[config.mk]
export PLATFORM = sky130hd
export DESIGN_NAME = spi_reg_controller_flat
export DESIGN_NICKNAME = d
export VERILOG_FILES = /design/src/rtl/spi_reg_controller_if.sv /design/src/rtl/spi_reg_controller.sv /design/src/flat_wrapper.sv
export SDC_FILE = /design/constraint.sdc
export NUM_CORES = 1
export LEC_CHECK = 0
export BUFFER_PORTS_ARGS = -buffer_cell sky130_fd_sc_hd__buf_4
export CORE_MARGIN = 3
export CORE_UTILIZATION = 35
export CTS_BUF_LIST = sky130_fd_sc_hd__clkbuf_4
export DETAILED_ROUTE_END_ITERATION = 10
export MAX_ROUTING_LAYER = met4
export SLEW_MARGIN = 20
export SYNTH_ARGS = -nofsm -noshare
export SYNTH_HDL_FRONTEND = slang
export SYNTH_SLANG_ARGS = --single-unit
[constraint.sdc]
create_clock -name clk -period 2.1 [get_ports clk]
set_input_delay 0 -clock clk [delete_from_list [all_inputs] [get_ports clk]]
set_output_delay 0 -clock clk [all_outputs]
set_load 0.01 [all_outputs]
[src/rtl/spi_reg_controller_if.sv]
// Request handshake between a register-write requester and spi_reg_controller.
interface spi_reg_controller_if;
   logic       req_valid;
   logic       req_ready;
   logic       req_rw;
   logic [6:0] req_addr;
   logic [7:0] req_data;

   modport master (output req_valid, req_rw, req_addr, req_data, input req_ready);
   modport slave  (input req_valid, req_rw, req_addr, req_data, output req_ready);
endinterface

[src/rtl/spi_reg_controller.sv]
// SPI mode-0 initiator: serialises {rw, addr[6:0], data[7:0]} MSB first with
// programmable chip-select setup/hold/idle spacing and SCLK half-period.
module spi_reg_controller #(
   parameter int unsigned CLK_DIV  = 4,
   parameter int unsigned CS_SETUP = 2,
   parameter int unsigned CS_HOLD  = 2,
   parameter int unsigned CS_IDLE  = 2
) (
   input  logic                 clk,
   input  logic                 rst_n,
   spi_reg_controller_if.slave  req,
   output logic                 busy,
   output logic                 done,
   output logic                 SCLK,
   output logic                 COPI,
   output logic                 nCS
);

   localparam int unsigned MAX_A   = (CLK_DIV > CS_SETUP) ? CLK_DIV : CS_SETUP;
   localparam int unsigned MAX_B   = (CS_HOLD > CS_IDLE) ? CS_HOLD : CS_IDLE;
   localparam int unsigned CNT_MAX = (MAX_A > MAX_B) ? MAX_A : MAX_B;
   localparam int unsigned CNT_W   = (CNT_MAX > 1) ? $clog2(CNT_MAX) : 1;
   localparam int unsigned BIT_W   = 5;
   localparam int unsigned FRAME_W = 16;

   // Reject parameter values that would break the frame timing
   if (CLK_DIV < 2) begin : g_bad_clk_div
      $error("spi_reg_controller: CLK_DIV must be >= 2");
   end
   if (CS_SETUP < 1 || CS_HOLD < 1 || CS_IDLE < 1) begin : g_bad_cs
      $error("spi_reg_controller: CS_SETUP, CS_HOLD and CS_IDLE must be >= 1");
   end

   typedef enum logic [2:0] {
      S_IDLE  = 3'd0,
      S_SETUP = 3'd1,
      S_SHIFT = 3'd2,
      S_HOLD  = 3'd3,
      S_GAP   = 3'd4
   } state_t;

   state_t               state, state_d;
   logic [CNT_W-1:0]     cnt, cnt_d;
   logic [BIT_W-1:0]     bit_cnt, bit_cnt_d;
   logic                 sclk_q, sclk_d;
   logic [FRAME_W-1:0]   shreg, shreg_d;

   logic                 ncs_d, copi_d, busy_d, done_d, ready_d;
   logic                 ready_q;

   // State and datapath registers
   always_ff @(posedge clk or negedge rst_n) begin
      if (!rst_n) begin
         state   <= S_IDLE;
         cnt     <= '0;
         bit_cnt <= '0;
         sclk_q  <= 1'b0;
         shreg   <= '0;
      end else begin
         state   <= state_d;
         cnt     <= cnt_d;
         bit_cnt <= bit_cnt_d;
         sclk_q  <= sclk_d;
         shreg   <= shreg_d;
      end
   end

   // Next-state, phase counter, bit counter and shift register update
   always_comb begin
      state_d   = state;
      cnt_d     = cnt;
      bit_cnt_d = bit_cnt;
      sclk_d    = sclk_q;
      shreg_d   = shreg;
      unique case (state)
         S_IDLE: begin
            sclk_d = 1'b0;
            if (req.req_valid && ready_q) begin
               state_d = S_SETUP;
               cnt_d   = '0;
               shreg_d = {req.req_rw, req.req_addr, req.req_data};
            end
         end
         S_SETUP: begin
            if (cnt == CNT_W'(CS_SETUP - 1)) begin
               state_d   = S_SHIFT;
               cnt_d     = '0;
               bit_cnt_d = '0;
               sclk_d    = 1'b0;
            end else begin
               cnt_d = cnt + CNT_W'(1);
            end
         end
         S_SHIFT: begin
            if (cnt == CNT_W'(CLK_DIV - 1)) begin
               cnt_d = '0;
               if (!sclk_q) begin
                  sclk_d = 1'b1;
               end else if (bit_cnt == BIT_W'(FRAME_W - 1)) begin
                  // last high phase done: keep frame[0] on COPI through HOLD
                  sclk_d  = 1'b0;
                  state_d = S_HOLD;
               end else begin
                  sclk_d    = 1'b0;
                  bit_cnt_d = bit_cnt + BIT_W'(1);
                  shreg_d   = {shreg[FRAME_W-2:0], 1'b0};
               end
            end else begin
               cnt_d = cnt + CNT_W'(1);
            end
         end
         S_HOLD: begin
            if (cnt == CNT_W'(CS_HOLD - 1)) begin
               state_d = S_GAP;
               cnt_d   = '0;
            end else begin
               cnt_d = cnt + CNT_W'(1);
            end
         end
         S_GAP: begin
            if (cnt == CNT_W'(CS_IDLE - 1)) begin
               state_d = S_IDLE;
               cnt_d   = '0;
            end else begin
               cnt_d = cnt + CNT_W'(1);
            end
         end
         default: begin
            state_d = S_IDLE;
            cnt_d   = '0;
            sclk_d  = 1'b0;
         end
      endcase
   end

   // Output values for the upcoming cycle, derived from the next state
   always_comb begin
      ncs_d   = 1'b1;
      copi_d  = 1'b0;
      busy_d  = 1'b1;
      done_d  = 1'b0;
      ready_d = 1'b0;
      unique case (state_d)
         S_IDLE: begin
            busy_d  = 1'b0;
            ready_d = 1'b1;
         end
         S_SETUP, S_SHIFT, S_HOLD: begin
            ncs_d  = 1'b0;
            copi_d = shreg_d[FRAME_W-1];
         end
         S_GAP: begin
            done_d = (state == S_HOLD);
         end
         default: begin
            busy_d = 1'b0;
         end
      endcase
   end

   // Output registers
   always_ff @(posedge clk or negedge rst_n) begin
      if (!rst_n) begin
         nCS     <= 1'b1;
         COPI    <= 1'b0;
         busy    <= 1'b0;
         done    <= 1'b0;
         ready_q <= 1'b0;
      end else begin
         nCS     <= ncs_d;
         COPI    <= copi_d;
         busy    <= busy_d;
         done    <= done_d;
         ready_q <= ready_d;
      end
   end

   assign SCLK          = sclk_q;
   assign req.req_ready = ready_q;

endmodule
[src/flat_wrapper.sv]
// flat-port wrapper written by rule: the top's interface ports become plain ports
module spi_reg_controller_flat 
#(
   parameter int unsigned CLK_DIV  = 4,
   parameter int unsigned CS_SETUP = 2,
   parameter int unsigned CS_HOLD  = 2,
   parameter int unsigned CS_IDLE  = 2
)
  (clk, rst_n, busy, done, SCLK, COPI, nCS, req_req_valid, req_req_rw, req_req_addr, req_req_data, req_req_ready);
  spi_reg_controller_if req_i ();
  input  logic clk;
  input  logic rst_n;
  output logic busy;
  output logic done;
  output logic SCLK;
  output logic COPI;
  output logic nCS;
  input wire logic [$bits(req_i.req_valid)-1:0] req_req_valid;
  input wire logic [$bits(req_i.req_rw)-1:0] req_req_rw;
  input wire logic [$bits(req_i.req_addr)-1:0] req_req_addr;
  input wire logic [$bits(req_i.req_data)-1:0] req_req_data;
  output wire logic [$bits(req_i.req_ready)-1:0] req_req_ready;
  assign req_i.req_valid = req_req_valid;
  assign req_i.req_rw = req_req_rw;
  assign req_i.req_addr = req_req_addr;
  assign req_i.req_data = req_req_data;
  assign req_req_ready = req_i.req_ready;
  spi_reg_controller #(.CLK_DIV(CLK_DIV), .CS_SETUP(CS_SETUP), .CS_HOLD(CS_HOLD), .CS_IDLE(CS_IDLE)) u_core (.clk(clk), .rst_n(rst_n), .req(req_i), .busy(busy), .done(done), .SCLK(SCLK), .COPI(COPI), .nCS(nCS));
endmodule
==> Yosys cells after proc, flatten, opt, wreduce, memory -nomap -nowiden <==
Cells that the tools add are included.
{ "op_classes": {"n_reduce_logical": 12, "n_eq_ne": 16, "n_bitwise": 1, "n_mux": 31, "n_addsub": 2} }
{ "op_table": {"columns": ["op", "n"], "rows": [
  ["$mux 16", 4],
  ["$pmux 16 s2", 1],
  ["$mux 3", 7],
  ["$mux 5", 4],
  ["$pmux 3 s5", 1],
  ["$eq 3x2->1 const B", 4],
  ["$pmux 5 s2", 1],
  ["$reduce_and 5->1", 2],
  ["$mux 1", 8],
  ["$ne 2x1->1 const B", 4],
  ["$eq 3x1->1 const B", 2],
  ["$eq 3x3->1 const B", 2],
  ["$logic_not 3->1", 2],
  ["$mux 2", 3],
  ["$pmux 2 s3", 1],
  ["$reduce_or 3->1", 2],
  ["$add 5x1->5 const B", 1],
  ["$eq 5x4->1 const B", 1],
  ["$reduce_bool 2->1", 2],
  ["$reduce_or 4->1", 1],
  ["$pmux 1 s3", 1],
  ["$reduce_and 3->1", 1],
  ["$add 2x1->2 const B", 1],
  ["$eq 2x1->1 const B", 1],
  ["5 further kinds", 5]
]} }
{ "totals": {"regBits": 32, "in_bits": 19, "wordCells": 73, "out_inout_bits": 6} }

==> Logic depth before layout (Yosys ltp) <==
{ "depth": {"word_depth": 8, "ltp_mapped": 9, "mapped_depth_nobuf": 7} }

==> Worst setup path before layout <==
No wires, ideal clock.
{ "synth_timing": {"path_type": "flip-flop to flip-flop", "start": "register u_core.bit_cnt[0]", "end": "register u_core.bit_cnt[2]", "synth_period_minus_slack_ps": 1842, "path_buffers": 1, "setup_ps": 121, "t_required_ps": 1979, "t_arrival_ps": 1721, "path_stages_with_launch": 9, "setup_slack_ps": 258, "path_cell_list": "dfrtp_1 > ha_1 > and3_1 > ha_1 > nor2b_1 > and2_4 > buf_6 > o22ai_1 > a22o_1"} }
{ "synth_between": {"elab_chain_len": 5, "elab_cells_between_ends": 8, "classes_between": "add/sub: 1; eq/ne: 2; mux: 4; reduce/logical: 1"} }
{ "synth_lines": {"columns": ["item", "line", "text"], "rows": [
  ["start, declared", "spi_reg_controller.sv:44", "logic [BIT_W-1:0] bit_cnt, bit_cnt_d;"],
  ["start signal, assigned", "spi_reg_controller.sv:62", "bit_cnt <= bit_cnt_d;"],
  ["$add 5x1->5", "spi_reg_controller.sv:105", "bit_cnt_d = bit_cnt + BIT_W'(1);"],
  ["$mux 5", "spi_reg_controller.sv:99", "end else if (bit_cnt == BIT_W'(FRAME_W - 1)) begin"],
  ["$mux 5", "spi_reg_controller.sv:97", "if (!sclk_q) begin"],
  ["$mux 5", "spi_reg_controller.sv:95", "if (cnt == CNT_W'(CLK_DIV - 1)) begin"],
  ["$pmux 5 s2", "spi_reg_controller.sv:75", "unique case (state)"]
]} }
Parallel ways exist; a longest one is shown, timed or not. The select of a mux whose other input is x is not followed.
A chain may end at the register's enable or synchronous reset.

==> Final worst setup path <==
Ends and elaborated chain as after synthesis.

==> results.txt <==
Status: complete, no violations
CTS Hold Bufs: 16
Finished Layout Cells: 241
Total power: 2.23 mW
Post-synth EDFFs: 0
Crit path DAT: 2.19 ns
CP Class: reg2reg
Area contributors post-synth: dfrtp_1 (50%), nand2_1 (8.1%), a22oi_1 (6.8%)
DR pass1 iterations: 5
Warnings, synthesis: 0
HP Class: in2reg
Post-CTS Setup Inserts: 0
Drt via density: 5.07
Sink Count: 32
Final period util: 93.0%
Register area: 802 um2
Dpl cell area: 1750 um2
Standard-cell rows: 23
Worst-path clk slew: 0.10 ns
Switching share of total power: 36.7%
Die Y: 72.3 um
Worst slack at placement: 0.164 ns
Post-synth top area cell: dfrtp_1
Final setup fails: 0
Inserted Diodes: 0
Fillers: 388
Final GP Congestion: 0.796
Cts bufs inserted: 5
MaxCap Viol Count: 0
Register share of total power: 46.5%
Fin. Hold Viols: 0
Commonest non-fill, non-tap cell in the layout: nand2_1
Post-synth top area share: 50.5%
Layout cell share with drive strength beyond 1: 22.5%
Die width: 72.3 um
Leak: 0.967 nW
Worst slew pin tran: 0.401 ns
Io pins: 25
Hold Worst Slack: 0.0341 ns
Remaining DRCs: 0
Clk_lat worst skew: 0.34 ns
Clock network fraction of design power: 15.2%
Via count: 1223
Area growth syn-to-layout: 27.6%
Startpoint types: flop
HPWL after DPL: 2270 um
Sw Pwr: 0.819 mW
CTS root buf: clkbuf_4
Dpl cells: 217
Slew margin rel.: 73.3%
DRT iter0 DRCs: 42
Core Util, Final: 47.6%
Core ar.: 4120 um2
Pins Over Slew Limit: 0
Post-CTS Resized: 0
Syn avg cell area: 10.4 um2
Highest fanout seen on the critical path: 8
CTS tree: done
Synth async-reset ratio: 100%
Worst Slack Setup Final: 0.147 ns
Combinational share of power: 38.3%
Final worst path period need: 1.95 ns
Kind of end point of the critical path: flop
Total track usage: 14.4%
Synth Net Count: 172
Setup Skew: 0.0142 ns
PortBufs: 24
Antenna Violating Nets Remaining: 0
Sequential share of the synthesized area: 52.2%
Starting Density: 37.3%
Antenna violations before repair: 0
Netlist Area Pre-Place: 1540 um2
Maximum VDD drop: 0.000335 V
Library cells used by synthesis: 41
Largest net degree at the start of global routing: 33
Most frequent cells in the layout: nand2_1 (33), dfrtp_1 (31), buf_4 (27), dlygate4sd3_1 (16), a22oi_1 (14)
Layout Nets: 214
Instance count of the mapped netlist: 148
Met2 usage: 21.9%
# H-tree levels: 2
Worst Path Required: 2.34 ns
Area of the multi-input gates: 662 um2
Met1 Use GR: 18.0%
First-pass GRT wire length: 5610 um
Synth Flop Type: dfrtp_1
GRT met3 Usage: 4.29%
Setup TNS: 0 ns
Gr busiest metal: met2
Power Dens Cells: 1140 nW/um2
RSZ-0062 raised after global routing: no
Seq cells post-synth: 32
Per-cell routed wire length: 14.0 um
GR Overflow Total: 0
Fmax: 512 MHz
CTS Buffer Depth: 2
DIE AREA: 5220 um2
Number of global-route vias before repair: 1205
Post-route cell area: 1960 um2
Post-Route WL: 3370 um
Cell internal pwr: 1.41 mW
-- worst max-delay path, cell delays in order, from the launching register on --
cell and delay [ns]:
dfrtp_1 0.41, ha_1 0.23, and3_1 0.16, ha_1 0.22, nor2b_1 0.26, and2_4 0.25
o22ai_1 0.10, a22o_1 0.24
-- power by group through the flow --
stage          registers (mW)  clock network [mW]  logic, mW
6_report                 1.04               0.339      0.855
5_1_grt                  1.06               0.388      0.965
4_1_cts                  1.03               0.353      0.865
3_5_place_dp             1.04                   0      0.839
3_3_place_gp             1.03                   0      0.802
2_1_floorplan           0.993                   0      0.628
-- metal layers --
layer	part of all wire [%]	routed length, um
met1	46	1550
met2	47	1590
met3	4.8	161
met4	1.9	64
met5	0	0
-- worst paths after layout --
path,from,endpoint,slack (ns),depth (start not counted)
max in group asynchronous,rst_n,u_core.nCS,1.65,2
setup / recovery,u_core.bit_cnt[0],u_core.bit_cnt[2],0.15,7
hold / removal,req_req_rw,u_core.shreg[15],0.03,3
min in group asynchronous,rst_n,u_core.bit_cnt[2],0.13,2
hold reg to reg,u_core.shreg[8],u_core.shreg[8],0.48,2
setup reg to reg,u_core.bit_cnt[0],u_core.bit_cnt[2],0.15,7
-- synthesized netlist by cell type, types with 2 or more instances --
cell type and count:
and3_1 3, nor2b_1 3, nand3b_1 2, nand3_1 4, buf_6 2, nand2_1 33, inv_1 4, a21oi_1 4
buf_2 4, a22o_1 2, and2_1 2, nor2_1 3, ha_1 5, o21ai_0 2, nand2b_1 4, and2_0 2
a22oi_1 14, dfrtp_1 31, nor3b_1 2
-- flip-flops by register name, summed over array words and instances (netlist names) --
signal                flops
u_core.SCLK               1
u_core.state              3
u_core.COPI               1
u_core.bit_cnt            5
u_core.req.req_ready      1
u_core.done               1
u_core.cnt                2
u_core.busy               1
u_core.shreg             16
u_core.nCS                1
-- cell families after synthesis --
| group | after synthesis | synth area share (%) |
|---|---|---|
| xor+xnor | 1 | 0.570 |
| buf+inv | 13 | 4.72 |
| compound gates | 31 | 15.3 |
| simple gates | 66 | 23.1 |
| fa+ha+maj | 5 | 4.07 |
| flops | 32 | 52.2 |
-- final cells by class --
class / count / share of cell area [%]
clock inverters: 2 / 0.383
well taps: 50 / 3.19
multi-input cells: 103 / 33.8
inverters: 5 / 0.957
flip-flops and latches: 32 / 40.9
clock buffers: 6 / 2.30
repair buffers: 43 / 18.5
Note: power is estimated with default switching activity, not from simulation.
